## src/rtl/rv_pkg.sv

```systemverilog
// Shared RV front-end types: datapath width, PCSrc redirect encoding and fetch states.
package rv_pkg;

    localparam int unsigned XLEN = 32;

    typedef enum logic [1:0] {
        PCSRC_PLUS4  = 2'b00,
        PCSRC_BRANCH = 2'b01,
        PCSRC_JALR   = 2'b10
    } pcsrc_e;

    typedef enum logic {
        RUN   = 1'b0,
        FAULT = 1'b1
    } fetch_state_e;

endpackage

```

## src/rtl/fetch_unit_if.sv

```systemverilog
// Instruction-memory request/response channel between the fetch unit and imem.
interface fetch_unit_if #(
    parameter int unsigned XLEN = rv_pkg::XLEN
) ();

    logic            imem_req_valid;
    logic [XLEN-1:0] imem_req_addr;
    logic            imem_req_ready;
    logic            imem_rsp_valid;
    logic [XLEN-1:0] imem_rsp_data;

    modport master (
        output imem_req_valid,
        output imem_req_addr,
        input  imem_req_ready,
        input  imem_rsp_valid,
        input  imem_rsp_data
    );

    modport slave (
        input  imem_req_valid,
        input  imem_req_addr,
        output imem_req_ready,
        output imem_rsp_valid,
        output imem_rsp_data
    );

endinterface

```

## src/rtl/fetch_fifo.sv

```systemverilog
// Small FIFO holding {pc, instr} pairs for decode; flush empties it in one cycle.
module fetch_fifo #(
    parameter int unsigned DEPTH = 2,
    parameter int unsigned WIDTH = 64
) (
    input  logic                     clk_i,
    input  logic                     rst_ni,
    input  logic                     push_i,
    input  logic [WIDTH-1:0]         wdata_i,
    input  logic                     pop_i,
    input  logic                     flush_i,
    output logic [WIDTH-1:0]         rdata_o,
    output logic [$clog2(DEPTH):0]   count_o
);

    localparam int unsigned AW = $clog2(DEPTH);
    localparam int unsigned CW = AW + 1;

    logic [WIDTH-1:0] mem_q [DEPTH];
    logic [AW-1:0]    wr_ptr_q, wr_ptr_d;
    logic [AW-1:0]    rd_ptr_q, rd_ptr_d;
    logic [CW-1:0]    count_q, count_d;

    always_comb begin
        wr_ptr_d = wr_ptr_q;
        rd_ptr_d = rd_ptr_q;
        count_d  = count_q;
        if (flush_i) begin
            wr_ptr_d = '0;
            rd_ptr_d = '0;
            count_d  = '0;
        end else begin
            if (push_i) wr_ptr_d = wr_ptr_q + AW'(1);
            if (pop_i)  rd_ptr_d = rd_ptr_q + AW'(1);
            count_d = count_q + CW'(push_i) - CW'(pop_i);
        end
    end

    always_ff @(posedge clk_i or negedge rst_ni) begin
        if (!rst_ni) begin
            wr_ptr_q <= '0;
            rd_ptr_q <= '0;
            count_q  <= '0;
        end else begin
            wr_ptr_q <= wr_ptr_d;
            rd_ptr_q <= rd_ptr_d;
            count_q  <= count_d;
        end
    end

    // Storage is not reset; a slot is only read once count covers it.
    always_ff @(posedge clk_i) begin
        if (push_i && !flush_i) mem_q[wr_ptr_q] <= wdata_i;
    end

    assign rdata_o = mem_q[rd_ptr_q];
    assign count_o = count_q;

endmodule

```

## src/rtl/fetch_unit.sv

```systemverilog
// Instruction-fetch front end: owns the fetch PC, issues credited imem requests,
// queues returned words for decode and handles PCSrc redirects with response dropping.
module fetch_unit #(
    parameter int unsigned     XLEN     = rv_pkg::XLEN,
    parameter logic [XLEN-1:0] RESET_PC = '0,
    parameter int unsigned     DEPTH    = 2
) (
    input  logic            clk,
    input  logic            rst_n,
    fetch_unit_if.master    imem,
    output logic            instr_valid,
    output logic [XLEN-1:0] instr,
    output logic [XLEN-1:0] instr_pc,
    output logic [XLEN-1:0] instr_pc_plus4,
    input  logic            instr_ready,
    input  logic [1:0]      PCSrc,
    input  logic [XLEN-1:0] pc_target,
    input  logic [XLEN-1:0] alu_result,
    output logic            fetch_fault
);
    import rv_pkg::*;

    localparam int unsigned     CW      = $clog2(DEPTH) + 1;
    localparam logic [CW:0]     DEPTH_W = (CW + 1)'(DEPTH);

    logic [XLEN-1:0] fetch_pc_q, fetch_pc_d;
    logic [XLEN-1:0] rsp_pc_q, rsp_pc_d;
    logic [CW-1:0]   outstanding_q, outstanding_d;
    logic [CW-1:0]   drop_cnt_q, drop_cnt_d;
    fetch_state_e    state_q, state_d;
    logic            fault_q, fault_d;
    logic            live_q;

    logic [CW-1:0]   fifo_count;
    logic [XLEN-1:0] head_pc, head_instr;
    logic [CW:0]     inflight_live, inflight_mem;
    logic [XLEN-1:0] target;
    logic            redirect, misaligned, req_valid, accept, push, pop;

    always_comb begin
        redirect = 1'b0;
        target   = pc_target;
        case (PCSrc)
            PCSRC_BRANCH: redirect = 1'b1;
            PCSRC_JALR: begin
                redirect = 1'b1;
                target   = alu_result & ~XLEN'(1);
            end
            default: ;
        endcase
    end

    assign misaligned    = redirect && target[1];
    assign inflight_live = {1'b0, outstanding_q} + {1'b0, fifo_count};
    // Also bound requests still owed by memory, so drop_cnt can never exceed DEPTH.
    assign inflight_mem  = {1'b0, outstanding_q} + {1'b0, drop_cnt_q};
    assign req_valid     = live_q && (state_q == RUN) && !redirect &&
                           (inflight_live < DEPTH_W) && (inflight_mem < DEPTH_W);
    assign accept        = req_valid && imem.imem_req_ready;
    assign push          = imem.imem_rsp_valid && (drop_cnt_q == '0) && !redirect;
    assign pop           = instr_valid && instr_ready;

    always_comb begin
        fetch_pc_d    = fetch_pc_q;
        rsp_pc_d      = rsp_pc_q;
        outstanding_d = outstanding_q;
        drop_cnt_d    = drop_cnt_q;
        state_d       = state_q;
        fault_d       = 1'b0;
        if (redirect) begin
            fetch_pc_d    = target;
            rsp_pc_d      = target;
            outstanding_d = '0;
            // The response of this cycle, live or stale, is consumed as a drop.
            drop_cnt_d    = drop_cnt_q + outstanding_q + CW'(accept)
                            - CW'(imem.imem_rsp_valid);
            state_d       = misaligned ? FAULT : RUN;
            fault_d       = misaligned;
        end else begin
            if (accept) fetch_pc_d = fetch_pc_q + XLEN'(4);
            if (imem.imem_rsp_valid && (drop_cnt_q != '0)) drop_cnt_d = drop_cnt_q - CW'(1);
            if (push) rsp_pc_d = rsp_pc_q + XLEN'(4);
            outstanding_d = outstanding_q + CW'(accept) - CW'(push);
        end
    end

    always_ff @(posedge clk or negedge rst_n) begin
        if (!rst_n) begin
            fetch_pc_q    <= RESET_PC;
            rsp_pc_q      <= RESET_PC;
            outstanding_q <= '0;
            drop_cnt_q    <= '0;
            state_q       <= RUN;
            fault_q       <= 1'b0;
            live_q        <= 1'b0;
        end else begin
            fetch_pc_q    <= fetch_pc_d;
            rsp_pc_q      <= rsp_pc_d;
            outstanding_q <= outstanding_d;
            drop_cnt_q    <= drop_cnt_d;
            state_q       <= state_d;
            fault_q       <= fault_d;
            live_q        <= 1'b1;
        end
    end

    fetch_fifo #(
        .DEPTH (DEPTH),
        .WIDTH (2 * XLEN)
    ) u_fetch_fifo (
        .clk_i   (clk),
        .rst_ni  (rst_n),
        .push_i  (push),
        .wdata_i ({rsp_pc_q, imem.imem_rsp_data}),
        .pop_i   (pop),
        .flush_i (redirect),
        .rdata_o ({head_pc, head_instr}),
        .count_o (fifo_count)
    );

    assign imem.imem_req_valid = req_valid;
    assign imem.imem_req_addr  = fetch_pc_q;
    assign instr_valid         = (fifo_count != '0);
    assign instr               = head_instr;
    assign instr_pc            = head_pc;
    assign instr_pc_plus4      = head_pc + XLEN'(4);
    assign fetch_fault         = fault_q;

endmodule

```

## src/flat_wrapper.sv

```systemverilog
// flat-port wrapper written by rule: the top's interface ports become plain ports
module fetch_unit_flat import rv_pkg::*;
#(
    parameter int unsigned     XLEN     = rv_pkg::XLEN,
    parameter logic [XLEN-1:0] RESET_PC = '0,
    parameter int unsigned     DEPTH    = 2
)
  (clk, rst_n, instr_valid, instr, instr_pc, instr_pc_plus4, instr_ready, PCSrc, pc_target, alu_result, fetch_fault, imem_imem_req_valid, imem_imem_req_addr, imem_imem_req_ready, imem_imem_rsp_valid, imem_imem_rsp_data);
  fetch_unit_if #(.XLEN(XLEN)) imem_i ();
  input  logic clk;
  input  logic rst_n;
  output logic instr_valid;
  output logic [XLEN-1:0] instr;
  output logic [XLEN-1:0] instr_pc;
  output logic [XLEN-1:0] instr_pc_plus4;
  input  logic instr_ready;
  input  logic [1:0] PCSrc;
  input  logic [XLEN-1:0] pc_target;
  input  logic [XLEN-1:0] alu_result;
  output logic fetch_fault;
  output wire logic [$bits(imem_i.imem_req_valid)-1:0] imem_imem_req_valid;
  output wire logic [$bits(imem_i.imem_req_addr)-1:0] imem_imem_req_addr;
  input wire logic [$bits(imem_i.imem_req_ready)-1:0] imem_imem_req_ready;
  input wire logic [$bits(imem_i.imem_rsp_valid)-1:0] imem_imem_rsp_valid;
  input wire logic [$bits(imem_i.imem_rsp_data)-1:0] imem_imem_rsp_data;
  assign imem_imem_req_valid = imem_i.imem_req_valid;
  assign imem_imem_req_addr = imem_i.imem_req_addr;
  assign imem_i.imem_req_ready = imem_imem_req_ready;
  assign imem_i.imem_rsp_valid = imem_imem_rsp_valid;
  assign imem_i.imem_rsp_data = imem_imem_rsp_data;
  fetch_unit #(.XLEN(XLEN), .RESET_PC(RESET_PC), .DEPTH(DEPTH)) u_core (.clk(clk), .rst_n(rst_n), .imem(imem_i), .instr_valid(instr_valid), .instr(instr), .instr_pc(instr_pc), .instr_pc_plus4(instr_pc_plus4), .instr_ready(instr_ready), .PCSrc(PCSrc), .pc_target(pc_target), .alu_result(alu_result), .fetch_fault(fetch_fault));
endmodule
```

## config.mk

```make
export PLATFORM = sky130hd
export DESIGN_NAME = fetch_unit_flat
export DESIGN_NICKNAME = d
export VERILOG_FILES = /design/src/rtl/rv_pkg.sv /design/src/rtl/fetch_unit_if.sv /design/src/rtl/fetch_fifo.sv /design/src/rtl/fetch_unit.sv /design/src/flat_wrapper.sv
export SDC_FILE = /design/constraint.sdc
export NUM_CORES = 1
export LEC_CHECK = 0
export BUFFER_PORTS_ARGS = -buffer_cell sky130_fd_sc_hd__buf_2
export CAP_MARGIN = 20
export CORE_MARGIN = 4
export CORE_UTILIZATION = 52
export DETAILED_ROUTE_END_ITERATION = 10
export PLACE_DENSITY = 0.78
export SLEW_MARGIN = 20
export SYNTH_ARGS = -nofsm -noshare
export SYNTH_HDL_FRONTEND = slang
export SYNTH_SLANG_ARGS = --single-unit
```

## constraint.sdc

```tcl
create_clock -name clk -period 5.9 [get_ports clk]
set_input_delay 1.18 -clock clk [delete_from_list [all_inputs] [get_ports clk]]
set_output_delay 1.18 -clock clk [all_outputs]
set_load 0.005 [all_outputs]
```

Yosys cells after proc, flatten, opt, wreduce, memory -nomap -nowiden
Memories as Yosys holds them, arrays and structs flattened. Index checks and enable logic that the tools add are counted. Widths: inputs -> output; s select.

Input port bits: 103. Word-level logic and storage cells: 69. RAM bits: 128. Bits in registers: 75. Memories: 1.

Memories: u_core.u_fetch_fifo.mem_q (words 2, bits a word 64, rd ports 1, clocked after memory_dff 0, write ports 1, RTL line fetch_fifo.sv:19) `logic [WIDTH-1:0] mem_q [DEPTH];`.

Reduce and logical (&&, ||, !) cells: 20. Equal/unequal tests: 2. Magnitude comparators: 2. $add $sub $neg: 15. Mux-type cells: 18. Bitwise gates (word level): 1.

Operator list (count): $mux 32 (5); $add 32x3->32 const B (3); $reduce_bool 2->1 (6); $logic_and 1x1->1 (11); $mux 1 (9); $mux 2 (4); $add 2x1->2 (3); $add 2x2->3 (2); $lt 3x2->1 const B (2); $sub 2x1->2 (3); $add 1x1->1 const B (2); $add 2x2->2 (1); $eq 2x1->1 const B (1); $eq 2x2->1 const B (1); $logic_not 2->1 (1); $reduce_or 2->1 (1); $sub 2x1->2 const B (1); $logic_not 1->1 (1); $not 1->1 (1).

Longest topological paths before layout
Depth after elaboration: 11. Depth in mapped cells: 12. Mapped depth without buffers: 11.

Modules after synthesis
Synthesis repeated with hierarchy kept, for this count alone.

Cell total of the unflattened synthesis: 800. Area, all modules: 10037.1 um^2.

By module, submodules not included: fetch_fifo (instances 1, seq. area each 3943.8 um^2, area an instance 5031.1 um^2, cells each 216); fetch_unit (instances 1, seq. area each 1776.7 um^2, area an instance 5006.1 um^2, cells each 584).

Worst setup path before layout
No wires, ideal clock.

Kind: input to register. From: in PCSrc[0]. To: mem u_core.u_fetch_fifo.mem_q[0][0], enable pin. Setup slack: 0.497 ns. Cell stages on the path: 6. Buffers on the path: 2. Arrival: 4.917 ns. Cell sequence: inv_1 > ha_1 > clkbuf_1 > buf_1 > nand2_1 > nor2_1.

Word-level cells in the longest chain between the ends: 8. Elaborated cells on any way between the ends: 9. Classes of those cells: eq/ne: 2; mux: 3; reduce/logical: 4.

RTL lines: start: declaration (RTL line flat_wrapper.sv:17) `input logic [1:0] PCSrc;`; $eq 2x1->1 or $eq 2x2->1 (tied branches) (RTL line fetch_unit.sv:43) `case (PCSrc)`; $reduce_or 2->1 (no source line) (*); $mux 1 (*) (RTL line fetch_unit.sv:43); $logic_not 1->1 (*) (RTL line fetch_fifo.sv:53, fetch_unit.sv:60); $logic_and 1x1->1 (RTL line fetch_unit.sv:60) `assign push = imem.imem_rsp_valid && (drop_cnt_q == '0) && !redirect;`; $logic_and 1x1->1 (*) (RTL line fetch_fifo.sv:53) `if (push_i && !flush_i) mem_q[wr_ptr_q] <= wdata_i;`; $mux 1 (*) (RTL line fetch_fifo.sv:53); $mux 1 (implied by the code) (*) (RTL line fetch_fifo.sv:53); end: declaration (RTL line fetch_fifo.sv:19).

Mark *: on every way between the ends. The rest lies on a longest branch, timed or not.

Worst setup path in the final report
From: reg u_core.u_fetch_fifo.rd_ptr_q. To: out instr_pc_plus4[26].

Word-level cells in the longest chain between the ends: 2.

RTL lines: start: declaration (RTL line fetch_fifo.sv:21) `logic [AW-1:0] rd_ptr_q, rd_ptr_d;`; start signal: assignment (RTL line fetch_fifo.sv:46) `rd_ptr_q <= rd_ptr_d;`; $mem_v2 2x64; $add 32x3->32 (RTL line fetch_unit.sv:126) `assign instr_pc_plus4 = head_pc + XLEN'(4);`; end: declaration (RTL line flat_wrapper.sv:15) `output logic [XLEN-1:0] instr_pc_plus4;`.

Every way passes these cells.

==> summary by stage <==
Outcome
The flow ran to the end, and the final reports show no timing, DRC or antenna violations.

Yosys
The synthesized netlist net count is 960. Synthesis produced 843 cells. Counting instances in the post-synthesis netlist gives the leading cell types as sky130_fd_sc_hd__edfxtp_1, sky130_fd_sc_hd__a21oi_1, sky130_fd_sc_hd__dfrtp_1, sky130_fd_sc_hd__nand2_1. Of all cell types, the one taking the most synthesized area is sky130_fd_sc_hd__edfxtp_1.

The cell area that synthesis handed to floorplanning was 0.0101 mm^2. The proportion of synthesized chip area in sequential cells is 0.568. The register bit count reported by yosys is 203.

The flip-flop cell with the highest count after synthesis is sky130_fd_sc_hd__edfxtp_1. In the post-synthesis netlist, the cell with the most instances is sky130_fd_sc_hd__edfxtp_1. The total number of yosys warnings is 0.

The number of enable-type register cells in the synthesized netlist is 128. The share of flip-flops with an asynchronous set or reset is 0.369. In this run, distinct cell masters in the synthesized netlist total 65. The top cell type's share of synthesized area is 0.382. The synthesized area divided by synthesized cell count is 11.9 um^2. By area the synthesized netlist is led by sky130_fd_sc_hd__edfxtp_1, sky130_fd_sc_hd__dfrtp_1, sky130_fd_sc_hd__mux2_2.

Clock network
The later-pin clock latency in the skew report is 490 ps. The clock transition at the register clock pins on the worst setup and hold paths after CTS is 60 ps. Counting along the longest clock path gives a buffer depth of 3.

The tree is rooted in a sky130_fd_sc_hd__clkbuf_16. The post-cts repair resize count is 0. The number of hold buffers added after CTS was 0. The number of buffers created by CTS is 22. CTS saw 203 sinks. The clock tree from TritonCTS is done. The post-CTS setup repair buffer count is 0. CTS built an H-tree with a depth of 1.

Floorplanning
The width of the die is 147 um. The die outline area is 0.0217 mm^2. 234 I/O pins were placed. The core region area is 0.0189 mm^2. In this run the core area contains 50 standard-cell rows. The initial core utilization is 0.533. The vertical die dimension is 147 um.

Power
The maximum vdd ir drop is 176 uV. In this run the static leakage power is 0.00482 uW. The share of total power dissipated in combinational logic is 0.241. In this run the power density over the cells is 355 mW/mm^2.

The clock share of power is 0.313. For this design the total switching power over the nets is 1270 uW. The design draws 4320 uW. Of the total power, the share spent switching nets is 0.294. The sequential share of power is 0.445. The total internal power is 3050 uW.

STA
In the final timing run, aggregate negative setup slack is 0 ps. The clock period minus final worst setup slack is 4590 ps. The number of failing hold endpoints at the final stage is 0. The setup-violating endpoint count in the final report is 0. Setup repair after global routing left no endpoint under its margin. The max-slew violation count came to 0. The achievable clock frequency is 218 MHz. The headroom to the max-slew limit is 0.352. Dividing the final minimum period by the clock period gives 0.779.

The post-route worst setup slack is 1310 ps. The worst-margin pin slew is 972 ps. Between clock sinks in the finished design, the worst skew comes to 13.4 ps.

Placed design
The estimated wirelength of the detail-placed design is 17100 um. The setup slack after placement is 1760 ps. Routability-driven placement finished with a final weighted congestion of 0.848. Input and output buffers added on the ports amount to 232.

Critical path
The worst endpoint required time is 4720 ps. In this run the worst path has a maximum fanout of 56. STA classifies the critical path endpoint as an output port. The worst setup path category is reg -> out. The nature of the critical path startpoint is a flop. The data arrival time at the worst-slack endpoint is 3410 ps.

Drt
The detailed-route vias per instance is 5.52. The detail route stage leaves a number of antenna-violating nets equal to 0. The routed design has 23600 um of wire. The number of optimization iterations in the first detailed-route pass is 4. The detailed router's first-iteration violation count is 451. In the routed design, unresolved DRC markers number 0.

The via total after detailed routing is 7403. The wire length per cell after detailed routing is 17.6 um.

Cells and area
Measured on the finished design, the core utilization comes to 0.643. The ratio of cells with drive above 1 in the final layout is 0.330. Compared with the post-synthesis result, the final layout area differs by 20.7%. The count of inserted antenna diode cells is 0. After the last flow step, the layout net total stands at 1182. The number of fillers in the final layout is 1548.

Worst hold path
The worst hold path class is reg -> reg.

GRT
The global-route wire length before repair is 37700 um. The overall overflow remaining after global route is 0. The number of global-route vias before repair is 7278. The total global routing track utilization is 0.212. Entering global routing, the biggest net connects 91 pins. The initial antenna violation count is 0.

Job
The tool flagged a number of max-cap violations equal to 0.
[metal layers]
| layer | track usage | wire [um] |
|---|---|---|
| met4 | 0.0410 | 290 |
| met5 | 0 | 0 |
| met3 | 0.0429 | 1970 |
| met2 | 0.339 | 10900 |
| met1 | 0.305 | 10500 |
[power by group through the flow]
| stage | Combinational [uW] | Sequential (uW) | Clock, uW |
|---|---|---|---|
| floorplan | 708 | 1860 | 0 |
| global placement | 1020 | 1930 | 0 |
| detailed placement | 1050 | 1950 | 0 |
| CTS | 1060 | 1920 | 1380 |
| global route | 1160 | 1950 | 1450 |
| finish | 1040 | 1920 | 1350 |
[layout make-up]
cell class              instances  area (um^2)  area share
flip-flops and latches        203         5720       0.471
multi-input cells             573         4070       0.335
repair buffers                237         1200      0.0988
clock buffers                  31          626      0.0515
well taps                     260          325      0.0268
inverters                      28          105     0.00865
clock inverters                 9          103     0.00844
[placed cells by master (no fill, tap or decap), types with 8 or more instances in the layout]
cell | netlist | final
sky130_fd_sc_hd__a21oi_1 | 78 | 78
sky130_fd_sc_hd__and4_1 | 8 | 8
sky130_fd_sc_hd__edfxtp_1 | 128 | 128
sky130_fd_sc_hd__or2_2 | 11 | 11
sky130_fd_sc_hd__nand4_1 | 18 | 18
sky130_fd_sc_hd__nand2_1 | 69 | 69
sky130_fd_sc_hd__clkbuf_16 | 0 | 23
sky130_fd_sc_hd__mux2_2 | 52 | 52
sky130_fd_sc_hd__mux2i_1 | 24 | 24
sky130_fd_sc_hd__nand3_1 | 38 | 38
sky130_fd_sc_hd__and2_1 | 14 | 14
sky130_fd_sc_hd__dfrtp_1 | 75 | 74
sky130_fd_sc_hd__nor2b_1 | 19 | 19
sky130_fd_sc_hd__xnor2_1 | 52 | 52
sky130_fd_sc_hd__buf_2 | 13 | 231
sky130_fd_sc_hd__o21ai_0 | 31 | 31
sky130_fd_sc_hd__a211oi_1 | 18 | 18
sky130_fd_sc_hd__nor3_1 | 17 | 17
sky130_fd_sc_hd__xor2_1 | 16 | 16
sky130_fd_sc_hd__nor2_1 | 18 | 17
sky130_fd_sc_hd__ha_1 | 11 | 10
sky130_fd_sc_hd__inv_1 | 27 | 27
[sequential cells by signal, indices dropped and copies added (netlist names)]
signal                        flops
u_core.outstanding_q              2
u_core.rsp_pc_q                  32
u_core.u_fetch_fifo.mem_q       128
u_core.drop_cnt_q                 2
u_core.live_q                     1
u_core.state_q                    1
u_core.u_fetch_fifo.wr_ptr_q      1
u_core.u_fetch_fifo.rd_ptr_q      1
u_core.u_fetch_fifo.count_o       2
u_core.fetch_fault                1
u_core.imem.imem_req_addr        32
[critical path, stage by stage, from the launching register on]
cell and delay, ps:
sky130_fd_sc_hd__dfrtp_4 860, sky130_fd_sc_hd__buf_4 530, sky130_fd_sc_hd__mux2_2 300, sky130_fd_sc_hd__a21boi_2 300, sky130_fd_sc_hd__nand4_2 280, sky130_fd_sc_hd__nor3_1 280
sky130_fd_sc_hd__xnor2_1 160, sky130_fd_sc_hd__buf_2 150
[path summary, 6_finish.rpt]
kind                       slack, ps                         start                             to  depth (start not counted)
max in group asynchronous       4320                         rst_n   u_core.u_fetch_fifo.rd_ptr_q                          1
min                              480  u_core.imem.imem_req_addr[1]   u_core.imem.imem_req_addr[1]                          1
max reg2reg                     2790       u_core.outstanding_q[0]           u_core.drop_cnt_q[1]                          9
min in group asynchronous        820                         rst_n  u_core.imem.imem_req_addr[27]                          1
min reg2reg                      480  u_core.imem.imem_req_addr[1]   u_core.imem.imem_req_addr[1]                          1
max                             1310  u_core.u_fetch_fifo.rd_ptr_q             instr_pc_plus4[26]                          7
[cell families (layout without fill, tap and decap cells)]
logic type	after synthesis	after routing	synth area share
simple gates	256	256	0.147
flops	203	203	0.568
compound gates	158	158	0.0938
mux	76	76	0.0820
xor+xnor	68	68	0.0592
buf+inv	67	305	0.0296
fa+ha+maj	14	14	0.0196
other cells	1	1	0.000372
[per-stage QoR]
step	hold WS, ps	cells	cell area (um^2)
CTS	483	1341	12200
floorplan	437	843	10100
finish	481	1341	12200
global route	501	1341	12200
detailed placement	468	1301	11400
global placement	453	1301	11400
Note: power is estimated with default switching activity, not from simulation.
